<file path="config.mk">
export PLATFORM = sky130hd
export DESIGN_NAME = vending_machine
export DESIGN_NICKNAME = d
export VERILOG_FILES = /design/src/rtl/vending_machine_pkg.sv /design/src/rtl/vending_machine.sv
export SDC_FILE = /design/constraint.sdc
export NUM_CORES = 1
export LEC_CHECK = 0
export ABC_CLOCK_PERIOD_IN_PS = 1400
export CORE_AREA = 2 2 39 41
export DETAILED_ROUTE_END_ITERATION = 12
export DIE_AREA = 0 0 41 43
export SKIP_CTS_REPAIR_TIMING = 1
export SLEW_MARGIN = 20
export SYNTH_ARGS = -nofsm -noshare
export SYNTH_HDL_FRONTEND = slang
export SYNTH_SLANG_ARGS = --single-unit
</file>
<file path="constraint.sdc">
create_clock -name clock -period 1.4 [get_ports clock]
set_input_delay 0.28 -clock clock [delete_from_list [all_inputs] [get_ports clock]]
set_output_delay 0.28 -clock clock [all_outputs]
set_load 0.1 [all_outputs]
</file>
<file path="src/rtl/vending_machine_pkg.sv">
// Shared constants for the vending_machine controller: state encoding,
// coin codes, product price and small credit-lookup helpers.
package vending_machine_pkg;

  typedef enum logic [1:0] {
    S0  = 2'b00,
    S5  = 2'b01,
    S10 = 2'b10
  } state_t;

  localparam logic [1:0] COIN_NONE = 2'b00;
  localparam logic [1:0] COIN_5    = 2'b01;
  localparam logic [1:0] COIN_10   = 2'b10;
  localparam logic [1:0] COIN_BAD  = 2'b11;

  localparam logic [4:0] PRICE = 5'd15;

  function automatic logic [4:0] coin_value(input logic [1:0] c);
    case (c)
      COIN_5:              return 5'd5;
      COIN_10:             return 5'd10;
      COIN_NONE, COIN_BAD: return 5'd0;
      default:             return 5'd0;
    endcase
  endfunction

  function automatic logic [4:0] credit_of(input state_t s);
    case (s)
      S5:      return 5'd5;
      S10:     return 5'd10;
      default: return 5'd0;
    endcase
  endfunction

endpackage

</file>
<file path="src/rtl/vending_machine.sv">
// Single-product coin vending controller (price 15, coins 5/10).
// Optional change-return strobe enabled by defining VENDING_CHANGE_EN.
module vending_machine
  import vending_machine_pkg::*;
(
  input  logic       clock,
  input  logic       reset,
  input  logic [1:0] coin,
  output logic       dispensed
`ifdef VENDING_CHANGE_EN
  ,
  output logic       change
`endif
);

  state_t     curr_state;
  state_t     next_state;
  logic [4:0] total;
  logic       disp_next;
  logic       change_next;

  // State register; strobes are registered on the same edge as the state.
  always_ff @(posedge clock or posedge reset) begin
    if (reset) begin
      curr_state <= S0;
      dispensed  <= 1'b0;
`ifdef VENDING_CHANGE_EN
      change     <= 1'b0;
`endif
    end else begin
      curr_state <= next_state;
      dispensed  <= disp_next;
`ifdef VENDING_CHANGE_EN
      change     <= change_next;
`endif
    end
  end

  always_comb begin
    next_state = curr_state;
    case (curr_state)
      S0: begin
        if (coin == COIN_5)       next_state = S5;
        else if (coin == COIN_10) next_state = S10;
      end
      S5: begin
        if (coin == COIN_5)       next_state = S10;
        else if (coin == COIN_10) next_state = S0;
      end
      S10: begin
        if (coin == COIN_5 || coin == COIN_10) next_state = S0;
      end
      default: next_state = S0;
    endcase
  end

  // A sale completes when held credit plus the sampled coin reaches PRICE;
  // the unreachable encoding maps to zero credit, so it never dispenses.
  always_comb begin
    total       = credit_of(curr_state) + coin_value(coin);
    disp_next   = (total >= PRICE);
    change_next = (total > PRICE);
  end

`ifndef VENDING_CHANGE_EN
  logic unused_change;
  assign unused_change = change_next;
`endif

endmodule

</file>
Word-level counts from Yosys, hierarchy flattened
Index checks and enable logic that the tools add are counted.

word-level totals
  logic and storage cells = 25
  input port bits = 4
  register bits = 3

cells by class
  add/subtract/negate cells = 1
  eq/ne operators = 8
  reductions and logical operators = 5
  $lt $le $gt $ge = 1
  multiplexer cells = 8

operators by type and width
  cell                  count
  $pmux W5 S3           1
  $mux W2               5
  $pmux W4 S2           1
  $eq A2 B2 Y1 const B  3
  $ne A3 B3 Y1 const B  2
  $pmux W2 S3           1
  $add A5 B5 Y5         1
  $ge A5 B4 Y1 const B  1
  $eq A2 B1 Y1 const B  2
  $logic_not A2 Y1      2
  $reduce_and A3 Y1     1
  $ne A2 B2 Y1 const B  1
  $reduce_or A2 Y1      1
  $logic_or A1 B1 Y1    1

Logic depth before layout (Yosys ltp)
  depth in word-level cells = 5
  gate-level depth with buffers = 6
  gate-level depth less buffers = 6

Worst setup path before layout
Ideal clock, no wire load.

  kind = register to register
  start point = register curr_state[0]
  end point = register dispensed
  library setup time = 0.123 ns
  cell stages (with the launch flop) = 6
  path slack = 0.159 ns
  path buffers = 0
  period minus slack after synthesis = 1.241 ns
  arrival = 1.118 ns
  cell sequence = dfrtp_1 nor2b_1 ha_1 nor2b_1 o21ai_1 nand2_1

on the way
  longest elaborated chain between the ends = 4
  elaborated cells on any way between the ends = 5

RTL lines
  item                                          RTL line                   source
  from (decl)                                   vending_machine.sv:16      state_t curr_state;
  from (signal assigned)                        vending_machine.sv:31      curr_state <= next_state;
  $eq A2 B2 Y1 or $eq A2 B1 Y1 (tied branches)  vending_machine_pkg.sv:28  case (s)
  $pmux W4 S2 (*)                               vending_machine_pkg.sv:28
  $add A5 B5 Y5 (*)                             vending_machine.sv:60      total = credit_of(curr_state) + coin_value(coin);
  $ge A5 B4 Y1 (*)                              vending_machine.sv:61      disp_next = (total >= PRICE);
  net disp_next                                 vending_machine.sv:19      logic disp_next;
  to (signal assigned)                          vending_machine.sv:32      dispensed <= disp_next;
  to (decl)                                     vending_machine.sv:9       output logic dispensed

Mark *: on every way through the listed nets, which the timed path passes. The rest lies on a longest branch.
A chain may end at the register's enable or synchronous reset.

Worst setup path after layout
  start point = register curr_state[1]
  end point = register dispensed

Same word-level chain as after synthesis.

==> out/results.txt <==
The flow ran to the end, and the final reports show no timing, DRC or antenna violations. The run gives 49 as the instance count after placement with tap cells included. The remaining max-slew budget at the tightest pin is 88.2%, and the die footprint is 1760 sq um.

For the total leakage power, the log shows 0.209 nW. The worst hold path belongs to the class primary input to async pin. The height of the die came out at 43 um. Net switching is 36.5% of the power.

Of the total synthesized cell area, the portion taken by XOR and XNOR cells is 3.76%. By startpoint and endpoint, the worst setup path is classified as flop to flop. The number of maximum-capacitance constraint violations came out at 0.

The slew at the pin closest to its max-slew limit was 0.177 ns; the number of violations reported at the end of detailed-routing iteration 0 was 0. The main combinational cell family by area after synthesis was adder cells. Design area: 367 sq um. For the worst setup path, the data arrival time is 1.38 ns. TritonCTS created 3 clock buffers. The tools report the final non-filler cell total as 53. Cells with a size suffix above 1 make up 24.3% of the layout. Yosys printed 0 warnings.

The mux share of post-synthesis cell area was 0%. The final-stage net count came out at 48. Entering global routing, the biggest net connects 5 pins. After floorplanning, the core was sized to cover 1380 sq um. The highest ir drop seen on vdd was 0.366 mV.

The synthesized netlist occupies a cell area of 233 sq um. The run gives 0 as the number of nets still failing antenna checks after routing. The overflow left after global routing is 0, and the number of top-level pins is 5.

Insertion delay of the later-clocked pin in the worst-skew pair: 0.23 ns. After detailed routing, the number of remaining DRC violations is 0. The total count of hold-check failures in the final report was 0. The run gives 0.000307 W as the internal power summed over all cells.

The instance area at placement was 333 sq um. Setup repair after global routing left no endpoint under its margin. The via count of the first global-routing pass is 170. The required time of the worst setup path was 1.51 ns; the total vias in the final route was 190. In this run the power density over the cells is 1320 nW/um^2. The final antenna diode count was 0. Subtracting the final worst setup slack from the clock period gives 1.26 ns. The worst setup path is launched from a flop. After clock tree synthesis, the clock-pin slew on the worst setup and hold paths is 0.04 ns. The tools report the count of clock tree sinks as 3.

The sort of element at the end of the critical path is a flop. The adder-cell share of the synthesized area was 32.3%; the final critical-path share of the clock period was 90.2%. The count of input and output buffers was 4. Synthesized flop and latch total: 3. The placed wire-length estimate after detailed placement came out at 329 um. The tools report the number of pins with negative max-slew slack in the final report as 0. For the maximum level of the CTS H-tree, the log shows 1. The number of standard cells after synthesis was 25; the highest clock frequency the design can meet was 792 MHz. The netlist uses 11 different library cells. Counting every net in the synthesized netlist gives 35. TritonCTS built the clock tree.

Part of the total power dissipated in sequential elements: 26.8%. Setup violations remaining at the end of the flow were counted as 0. The total global routing track utilization was 6.23%; the area share of and/or/nand/nor cells after synthesis was 16.1%.

The initial antenna violation count was 0; the post-synthesis compound-gate area fraction was 10.8%. For the final database, setup skew stands at 0.00318 ns. The first global-routing pass estimated 600 um of wire. After detailed routing, the average wire length per cell comes to 7.64 um. Per report_power, the combinational group accounts for 41.8% of the total. For this configuration, the core starts out at a cell density of 16.8%. The via density per instance is 3.58, and the wire length reported by the detailed router is 405 um. A synthesized cell averages 9.31 sq um.

The post-synthesis sequential area ratio is 32.3%, and the placement row count is 14. The tree is rooted in a sky130_fd_sc_hd__clkbuf_4. The area growth from synthesis to layout is 57.5%. The congestion estimate from routability-driven global placement came to 0.606.

In this run the power spent charging and discharging nets is 0.000177 W. Of the total power, the clock network draws 31.4%. The iteration count of the initial detailed-routing pass came out at 1. In this run the worst path has a maximum fanout of 4. The overall die width is 41 um, and the number of buffers on the longest clock path is 2. Cells fill 26.5% of the core in the end.
[layer usage]
metal | track usage (%) | part of all wire [%] | up-vias
li1 | - | - | 105
met4 | 8.00 | 0 | 0
met1 | 4.19 | 45 | 80
met2 | 7.81 | 45 | 5
met3 | 6.28 | 9.9 | 0
met5 | 0 | 0 | -
[path summary, 6_finish.rpt]
| check | from | to | slack, ns | cells after the start |
|---|---|---|---|---|
| setup / recovery | curr_state[1] | dispensed | 0.14 | 5 |
| hold / removal | reset | curr_state[0] | 0.22 | 2 |
| setup reg to reg | curr_state[1] | dispensed | 0.14 | 5 |
| hold reg to reg | curr_state[1] | curr_state[0] | 0.47 | 1 |
| max in group asynchronous | reset | curr_state[1] | 1.05 | 2 |
| min in group clock | curr_state[1] | curr_state[0] | 0.47 | 1 |
[critical path: stages, from the launching register on]
cell	delay, ns
sky130_fd_sc_hd__dfrtp_1	0.39
sky130_fd_sc_hd__nor2b_1	0.19
sky130_fd_sc_hd__ha_1	0.27
sky130_fd_sc_hd__nor2b_1	0.13
sky130_fd_sc_hd__o21ai_1	0.10
sky130_fd_sc_hd__nand2_1	0.06
[registers in the layout, indices dropped and copies added (netlist names)]
| register | cells |
|---|---|
| curr_state | 2 |
| dispensed | 1 |
[cells in the mapped netlist (all sizes together)]
library cell | instances | area [sq um]
a31oi | 1 | 6.26
a22o | 1 | 8.76
inv | 3 | 11.3
xnor2 | 1 | 8.76
nor2b | 3 | 18.8
ha | 6 | 75.1
a21oi | 1 | 5.00
dfrtp | 3 | 75.1
nand2 | 3 | 11.3
nor2 | 2 | 7.51
o21ai | 1 | 5.00
[cell type report]
cell class	instances	area (sq um)
Inverter	3	11.3
Sequential cell	3	75.1
Fill cell	153	1020
Timing Repair Buffer	8	85.1
Tap cell	16	20.0
Multi-Input combinational cell	19	149
Clock buffer	4	26.3
[power by group through the flow]
| stage | Sequential (W) | Clock (W) | Combinational [W] |
|---|---|---|---|
| 6_report | 0.000130 | 0.000152 | 0.000202 |
| 5_1_grt | 0.000132 | 0.000174 | 0.000217 |
| 4_1_cts | 0.000130 | 0.000161 | 0.000205 |
| 3_5_place_dp | 0.000131 | 0 | 0.000203 |
| 3_3_place_gp | 0.000130 | 0 | 0.000201 |
| 2_1_floorplan | 0.000188 | 0 | 0.0000680 |
[cells in the final DEF (no fill, tap or decap), drive strengths merged]
master	instances
nor2b	3
inv	3
ha	6
a31oi	1
xnor2	1
o21ai	1
nor2	2
buf	5
clkdlybuf4s50	1
a22o	1
clkbuf	4
nand2	3
a21oi	1
dlymetal6s2s	2
dfrtp	3
[cell families after synthesis]
| family | after synthesis |
|---|---|
| buf+inv | 3 |
| compound gates | 4 |
| simple gates | 8 |
| flops | 3 |
| xor+xnor | 1 |
| fa+ha+maj | 6 |
[metrics by stage]
| stage | worst slack, ns | TNS (ns) | hold WS [ns] | total power [W] |
|---|---|---|---|---|
| 6_report | 0.138 | 0 | 0.221 | 0.000484 |
| 5_1_grt | 0.0858 | 0 | 0.220 | 0.000524 |
| 3_5_place_dp | -0.332 | -0.643 | 0.465 | 0.000334 |
| 2_1_floorplan | 0.159 | 0 | 0.0336 | 0.000256 |
| 4_1_cts | -0.0756 | -0.0756 | 0.220 | 0.000495 |
| 3_3_place_gp | -0.298 | -0.576 | 0.459 | 0.000331 |
Power figures use the tool's default switching activity.
